`config.mk`:
```
export PLATFORM = sky130hd
export DESIGN_NAME = vdu_sequencer_flat
export DESIGN_NICKNAME = d
export VERILOG_FILES = /design/src/rtl/vdu_sequencer_if.sv /design/src/rtl/vdu_sequencer.sv /design/src/flat_wrapper.sv
export SDC_FILE = /design/constraint.sdc
export NUM_CORES = 1
export LEC_CHECK = 0
export CAP_MARGIN = 20
export CORE_ASPECT_RATIO = 1.4
export CORE_UTILIZATION = 30
export CTS_CLUSTER_SIZE = 40
export DETAILED_ROUTE_END_ITERATION = 8
export SLEW_MARGIN = 20
export SYNTH_ARGS = -nofsm -noshare
export SYNTH_HDL_FRONTEND = slang
export SYNTH_SLANG_ARGS = --single-unit
```
`constraint.sdc`:
```
create_clock -name clk -period 3.35 [get_ports clk]
set_input_delay 0.67 -clock clk [delete_from_list [all_inputs] [get_ports clk]]
set_output_delay 0.67 -clock clk [all_outputs]
set_load 0.1 [all_outputs]
```
`src/rtl/vdu_sequencer_if.sv`:
```
// Bus bundle between the video sequencer and its surroundings: dot enable,
// video RAM port, character generator port, CPU access port and video outputs.
interface vdu_sequencer_if;
  logic       dot_ce;
  logic [9:0] vram_addr;
  logic [7:0] vram_data;
  logic [6:0] cg_code;
  logic [3:0] cg_rs;
  logic [6:0] cg_data;
  logic       cpu_req;
  logic [9:0] cpu_addr;
  logic       cpu_gnt;
  logic       pix;
  logic       hsync;
  logic       vsync;
  logic       blank;

  // Sequencer side
  modport master (
    input  dot_ce, vram_data, cg_data, cpu_req, cpu_addr,
    output vram_addr, cg_code, cg_rs, cpu_gnt, pix, hsync, vsync, blank
  );

  // Environment side (RAM, character generator, CPU, display)
  modport slave (
    output dot_ce, vram_data, cg_data, cpu_req, cpu_addr,
    input  vram_addr, cg_code, cg_rs, cpu_gnt, pix, hsync, vsync, blank
  );
endinterface

```
`src/rtl/vdu_sequencer.sv`:
```
// Text-mode video sequencer: 8-dot characters, 64 columns x 312 lines per
// frame, 48x16 visible text cells of 16 scan lines each. Fetches the
// character code from video RAM, looks up the dot row in the character
// generator and serialises it, with one character time of pipeline latency.
// The CPU shares the video RAM in the dots the fetch does not use.
module vdu_sequencer (
  input  logic clk,
  input  logic rst,
  vdu_sequencer_if.master bus
);

  logic [2:0] dot_q, dot_d;
  logic [5:0] col_q, col_d;
  logic [8:0] line_q, line_d;
  logic [6:0] cg_code_q, cg_code_d;
  logic [7:0] shift_q, shift_d;
  logic       blank_q, blank_d;
  logic       hsync_q, hsync_d;
  logic       vsync_q, vsync_d;

  logic active;
  logic slot_ok;
  logic cpu_gnt;
  logic unused_vram_bit7;

  // Visible area is col < 48 and line < 256; the fetch dots 0..2 belong to
  // the video side there, everywhere else the CPU may use any dot.
  always_comb begin
    active  = (col_q[5:4] != 2'b11) && !line_q[8];
    slot_ok = !active || (dot_q == 3'd4) || (dot_q == 3'd5);
    cpu_gnt = bus.cpu_req && bus.dot_ce && slot_ok && !rst;
  end

  // Top bit of the RAM word carries no character information.
  assign unused_vram_bit7 = bus.vram_data[7];

  assign bus.cpu_gnt   = cpu_gnt;
  assign bus.vram_addr = cpu_gnt ? bus.cpu_addr : {line_q[7:4], col_q};
  assign bus.cg_code   = cg_code_q;
  assign bus.cg_rs     = line_q[3:0];
  assign bus.pix       = shift_q[7];
  assign bus.blank     = blank_q;
  assign bus.hsync     = hsync_q;
  assign bus.vsync     = vsync_q;

  // Next-state: raster counters, fetch pipeline and delayed sync/blank.
  always_comb begin
    dot_d     = dot_q;
    col_d     = col_q;
    line_d    = line_q;
    cg_code_d = cg_code_q;
    shift_d   = shift_q;
    blank_d   = blank_q;
    hsync_d   = hsync_q;
    vsync_d   = vsync_q;
    if (bus.dot_ce) begin
      dot_d = dot_q + 3'd1;
      if (dot_q == 3'd7) begin
        col_d = col_q + 6'd1;
        if (col_q == 6'd63) begin
          line_d = (line_q == 9'd311) ? 9'd0 : line_q + 9'd1;
        end
      end
      // A CPU grant on the capture dot (only possible while blanked) must
      // not leak CPU data into the character code.
      if ((dot_q == 3'd2) && !cpu_gnt) begin
        cg_code_d = bus.vram_data[6:0];
      end
      if (dot_q == 3'd7) begin
        // Load the dot row for the character just fetched; sync and blank
        // are sampled at the same instant so they line up with its pixels.
        shift_d = active ? {bus.cg_data, 1'b0} : 8'd0;
        blank_d = !active;
        hsync_d = (col_q >= 6'd52) && (col_q <= 6'd55);
        vsync_d = (line_q >= 9'd272) && (line_q <= 9'd275);
      end else begin
        shift_d = {shift_q[6:0], 1'b0};
      end
    end
  end

  // State registers; reset blanks the display and abandons any fetch.
  always_ff @(posedge clk or posedge rst) begin
    if (rst) begin
      dot_q     <= 3'd0;
      col_q     <= 6'd0;
      line_q    <= 9'd0;
      cg_code_q <= 7'd0;
      shift_q   <= 8'd0;
      blank_q   <= 1'b1;
      hsync_q   <= 1'b0;
      vsync_q   <= 1'b0;
    end else begin
      dot_q     <= dot_d;
      col_q     <= col_d;
      line_q    <= line_d;
      cg_code_q <= cg_code_d;
      shift_q   <= shift_d;
      blank_q   <= blank_d;
      hsync_q   <= hsync_d;
      vsync_q   <= vsync_d;
    end
  end

endmodule

```
`src/flat_wrapper.sv`:
```
// flat-port wrapper written by rule: the top's interface ports become plain ports
module vdu_sequencer_flat 
  (clk, rst, bus_dot_ce, bus_vram_data, bus_cg_data, bus_cpu_req, bus_cpu_addr, bus_vram_addr, bus_cg_code, bus_cg_rs, bus_cpu_gnt, bus_pix, bus_hsync, bus_vsync, bus_blank);
  vdu_sequencer_if bus_i ();
  input  logic clk;
  input  logic rst;
  input wire logic [$bits(bus_i.dot_ce)-1:0] bus_dot_ce;
  input wire logic [$bits(bus_i.vram_data)-1:0] bus_vram_data;
  input wire logic [$bits(bus_i.cg_data)-1:0] bus_cg_data;
  input wire logic [$bits(bus_i.cpu_req)-1:0] bus_cpu_req;
  input wire logic [$bits(bus_i.cpu_addr)-1:0] bus_cpu_addr;
  output wire logic [$bits(bus_i.vram_addr)-1:0] bus_vram_addr;
  output wire logic [$bits(bus_i.cg_code)-1:0] bus_cg_code;
  output wire logic [$bits(bus_i.cg_rs)-1:0] bus_cg_rs;
  output wire logic [$bits(bus_i.cpu_gnt)-1:0] bus_cpu_gnt;
  output wire logic [$bits(bus_i.pix)-1:0] bus_pix;
  output wire logic [$bits(bus_i.hsync)-1:0] bus_hsync;
  output wire logic [$bits(bus_i.vsync)-1:0] bus_vsync;
  output wire logic [$bits(bus_i.blank)-1:0] bus_blank;
  assign bus_i.dot_ce = bus_dot_ce;
  assign bus_i.vram_data = bus_vram_data;
  assign bus_i.cg_data = bus_cg_data;
  assign bus_i.cpu_req = bus_cpu_req;
  assign bus_i.cpu_addr = bus_cpu_addr;
  assign bus_vram_addr = bus_i.vram_addr;
  assign bus_cg_code = bus_i.cg_code;
  assign bus_cg_rs = bus_i.cg_rs;
  assign bus_cpu_gnt = bus_i.cpu_gnt;
  assign bus_pix = bus_i.pix;
  assign bus_hsync = bus_i.hsync;
  assign bus_vsync = bus_i.vsync;
  assign bus_blank = bus_i.blank;
  vdu_sequencer u_core (.clk(clk), .rst(rst), .bus(bus_i));
endmodule
```
## Word level (Yosys, flattened, before mapping)

Index checks and enable logic that the tools add are counted.

- Mux-type cells: 4
- Equality and inequality tests: 7
- $add $sub $neg: 3
- Order comparisons: 4
- Reduce and logical (&&, ||, !) cells: 16

Operators with widths:

| operator | number |
|---|---|
| $mux W8 | 2 |
| $mux W10 | 1 |
| $add A9 B1 Y9 const B | 1 |
| $eq A3 B3 Y1 const B | 3 |
| $eq A9 B9 Y1 const B | 1 |
| $ge A9 B9 Y1 const B | 1 |
| $le A9 B9 Y1 const B | 1 |
| $mux W9 | 1 |
| $logic_and A1 B1 Y1 | 7 |
| $add A6 B1 Y6 const B | 1 |
| $eq A6 B6 Y1 const B | 1 |
| $ge A6 B6 Y1 const B | 1 |
| $le A6 B6 Y1 const B | 1 |
| $logic_not A1 Y1 | 4 |
| $reduce_and A2 Y1 | 2 |
| $add A3 B1 Y3 const B | 1 |
| $eq A3 B2 Y1 const B | 1 |
| $reduce_and A3 Y1 | 1 |
| $logic_or A1 B1 Y1 | 2 |
| $ne A2 B2 Y1 const B | 1 |

- Logic and storage cells: 42
- Input port bits: 29
- Flip-flop bits (word level): 36

## Logic depth before layout (Yosys ltp)

Gate-level depths: netlist of the first run.

- Word-level depth: 10
- Depth in mapped cells: 6
- Depth with buffers taken out: 6

## Worst setup path before layout of the first run

OpenSTA, ideal clock, no wires.

- Path type: input -> output
- Start: in rst
- End: out bus_vram_addr[0]
- Buffers on the path: 1
- Cell stages on the path: 5
- Path slack: -0.234 ns
- Data arrival time: 2.914 ns
- Data required time: 2.680 ns
- Cells stage by stage: inv_1 nand3_1 a21oi_1 buf_2 mux2_2

- Word-level cells in the longest chain between the ends: 3

RTL lines:

| what | line | RTL |
|---|---|---|
| from (decl) | flat_wrapper.sv:6 | `input logic rst;` |
| $logic_not A1 Y1 | vdu_sequencer.sv:31 | `cpu_gnt = bus.cpu_req && bus.dot_ce && slot_ok && !rst;` |
| $logic_and A1 B1 Y1 | vdu_sequencer.sv:31 |  |
| via bus_cpu_gnt | flat_wrapper.sv:15 | `output wire logic [$bits(bus_i.cpu_gnt)-1:0] bus_cpu_gnt;` |
| $mux W10 | vdu_sequencer.sv:38 | `assign bus.vram_addr = cpu_gnt ? bus.cpu_addr : {line_q[7:4], col_q};` |
| to (decl) | flat_wrapper.sv:12 | `output wire logic [$bits(bus_i.vram_addr)-1:0] bus_vram_addr;` |

The timed path passes the listed nets, and every way through them passes these cells.

## Final worst setup path of the first run

- Start: in rst
- End: out bus_vram_addr[1]

- Word-level cells in the longest chain between the ends: 3

RTL lines:

| what | line |
|---|---|
| $logic_not A1 Y1 | vdu_sequencer.sv:31 |
| $logic_and A1 B1 Y1 | vdu_sequencer.sv:31 |
| $mux W10 | vdu_sequencer.sv:38 |

Every way passes these cells.

==> results.yml, run 1 <==
yosys:
  synthCells: 176
  muxShareOfSynthArea_pct: 12.0
  synth_seq_cells: 35
  yosys.area.top_type_share_pct: 45.3
  synth_cell_types: 32
  synth-simple-area-share_pct: 16.8
  avgSynthCellArea_um2: 10.7
  synth.top_cells.by_count: "dfrtp_1, mux2_2, nand2_1, nor2_1, ha_1"
  synth_top_family_by_area: "simple AND/OR/NAND/NOR gates"
  ys.flop_type: "dfrtp_1"
  synth_xor_area_share_pct: 5.60
  async_flop_share_pct: 100
  synth_area_um2: 1880
  synth_compound_gate_area_share_pct: 7.93
  syn_nets: 214
  synth_fa_ha_area_share_pct: 6.00
  synth_edf_count: 0
  yosysMostFrequentCell: "dfrtp_1"
  synth.largest_area_cell: "dfrtp_1"
  yosysSeqAreaShare_pct: 46.7
  synth_warnings: 0
  synthTopCellsByArea: "dfrtp_1, mux2_2, ha_1, xnor2_1, nand2_1"
setup_path:
  end_kind: "output pin"
  ff2ff_setup_slack_ps: 1100
  crit_required_ps: 2680
  timing.rr.end: "u_core.line_q[4]"
  crit_fanout: 11
  worstRegToRegCells: 6
  reg2reg_from: "u_core.dot_q[0]"
  path_cells: "clkdlybuf4s50_1 > clkinvlp_4 > nand3_1 > a21oi_1 > buf_4 > mux2_2 > buf_12"
  path_class: "input port to output pin"
  cp_slowest_cell: "clkdlybuf4s50_1"
  cp.arrival_ps: 2260
  cp_slowest_stage_delay_ps: 470
  startpoint_type: "input port"
floorplanning:
  rows: 33
  io-pin-count: 55
  dieArea_um2: 6580
  start_util_pct: 31.6
  die_h_um: 95.6
  coreArea_um2: 5950
  die_x_um: 68.8
drt:
  route.detailed.drc: 0
  drtIter0Drc: 68
  viasPerCell: 4.76
  routed_wl_mm: 3.88
  wire_per_inst_um: 12.9
  firstDrtPassIters: 4
  ant_nets: 0
  dr_total_vias: 1429
layout:
  drive_above_1_share_pct: 26.1
  fin_nets: 267
  diodes: 0
  syn_to_final_growth_pct: 40.4
placed_design:
  place_congestion: 0.781
  dpl.hpwl_mm: 2.86
  port_buffers: 53
timing:
  hold_ws_ps: 484
  rsz0062_at_grt: "false"
  finClkSkew_ps: 10.6
  totalNegativeSetupSlack_ps: 0
  finalCriticalPeriod_ps: 2930
  tightest_slew_ps: 960
  slew_headroom_pct: 35.8
  setup_viol: 0
  fin_crit_sh_pct: 87.5
  hold_viol_final: 0
  timing.fmax_ghz: 0.341
  final-max-slew-violation-count: 0
grt:
  grt_pass1_vias: 1317
  grt_pass1_wl_mm: 6.18
  grt_max_degree: 36
  grt_usage_pct: 12.9
  antenna_found_initial: 0
  grt.overflow.total: 0
clocking:
  insertion_delay_ps: 280
  cts.clk_slew.worst_paths_ps: 60
  hold_buffers: 0
  cts-buffers-inserted: 5
  htreeDepth: 2
  root_buffer: "clkbuf_8"
  clock_path_buffers: 2
  tritoncts: "built"
  cts_setup_buffers: 0
  cts_resized: 0
  cts_sinks: 35
min_path:
  holdPathStages: 2
  hp-start: "u_core.bus.hsync"
  hold_path_class: "register to register"
  whs_endpoint: "u_core.bus.hsync"
pwr:
  ir_drop_mv: 0.393
  p_leak_nw: 1.12
  power.density_nw_per_um2: 769
job:
  timing.max_cap.violations: 0
outcome:
  status: "finished clean"
metal layers:
layer  part of all wire (%)  global-route usage (%)  vias to the layer above
met1                     42                    15.0                      678
met2                     51                    21.8                       34
met4                    1.5                    5.10                        0
met3                    4.7                    3.47                        6
met5                      0                       0                        -
li1                       -                       -                      711
critical path, delay by kind of cell:
kind | cells | cell delay [ps]
multiplexers | 1 | 390
AO/OA/AOI/OAI | 1 | 130
AND/OR/NAND/NOR | 1 | 70
buffers and inverters | 4 | 980
stage by stage:
stage	instance area, µm²	setup WS (ps)	utilization, %	total power [W]	instances
4_1_cts	2640	380	44.3	0.00205	300
3_5_place_dp	2540	404	42.8	0.00174	292
2_1_floorplan	1880	157	-	0.00142	176
5_1_grt	2640	338	44.3	0.00213	300
3_3_place_gp	2540	378	42.8	0.00172	292
6_report	2640	419	44.3	0.00203	300
worst max path at each step:
stage,from,to
final,rst,bus_vram_addr[1]
after global routing,rst,bus_vram_addr[4]
after CTS,rst,bus_vram_addr[1]
after detailed placement,rst,bus_vram_addr[1]
after global placement,rst,bus_vram_addr[1]
after floorplan,rst,bus_vram_addr[0]
kinds of logic after synthesis:
| family | after synthesis |
|---|---|
| compound gates | 25 |
| flops | 35 |
| buf+inv | 18 |
| fa+ha+maj | 9 |
| mux | 20 |
| xor+xnor | 12 |
| simple gates | 57 |
flip-flops by register name, indices dropped and copies added, names as in the netlist:
name	flops
u_core.bus.blank	1
u_core.bus.cg_code	7
u_core.bus.hsync	1
u_core.bus.vsync	1
u_core.col_q	6
u_core.dot_q	3
u_core.line_q	9
u_core.shift_q	7
report_power, final:
part / switching (W) / total (W) / internal (W)
sequential: 0.0000888 / 0.000623 / 0.000534
combinational: 0.000742 / 0.00110 / 0.000354
clock: 0.000142 / 0.000308 / 0.000166
total: 0.000973 / 0.00203 / 0.00105
final cells by class:
class                   count  area [µm²]
clock buffers               7        86.3
clock inverters             1        5.00
fillers                   600        3310
inverters                   8        33.8
multi-input cells         123         907
flip-flops and latches     35         877
well taps                  70        87.6
repair buffers             56         638
layout by cell type, fill, tap and decap left out, types with 2 or more instances in the layout:
master	count
buf_12	11
clkdlybuf4s50_1	32
xor2_1	4
ha_1	9
nor2_1	14
nand4_1	3
o31ai_1	2
a31oi_1	6
buf_4	13
inv_1	7
nand2_1	14
nand3_1	8
a21oi_1	8
nor3_1	2
clkbuf_8	6
mux2_2	20
nor2b_1	5
xnor2_1	8
o21ai_0	8
dfrtp_1	34
nor3_2	2
Note: power is estimated with default switching activity, not from simulation.
==> run 2, diff against run 1 <==
- TNS_END_PERCENT: not set -> 5
==> results of run 2 <==
No change in the layout: final DEF, timing and power equal those of run 1.
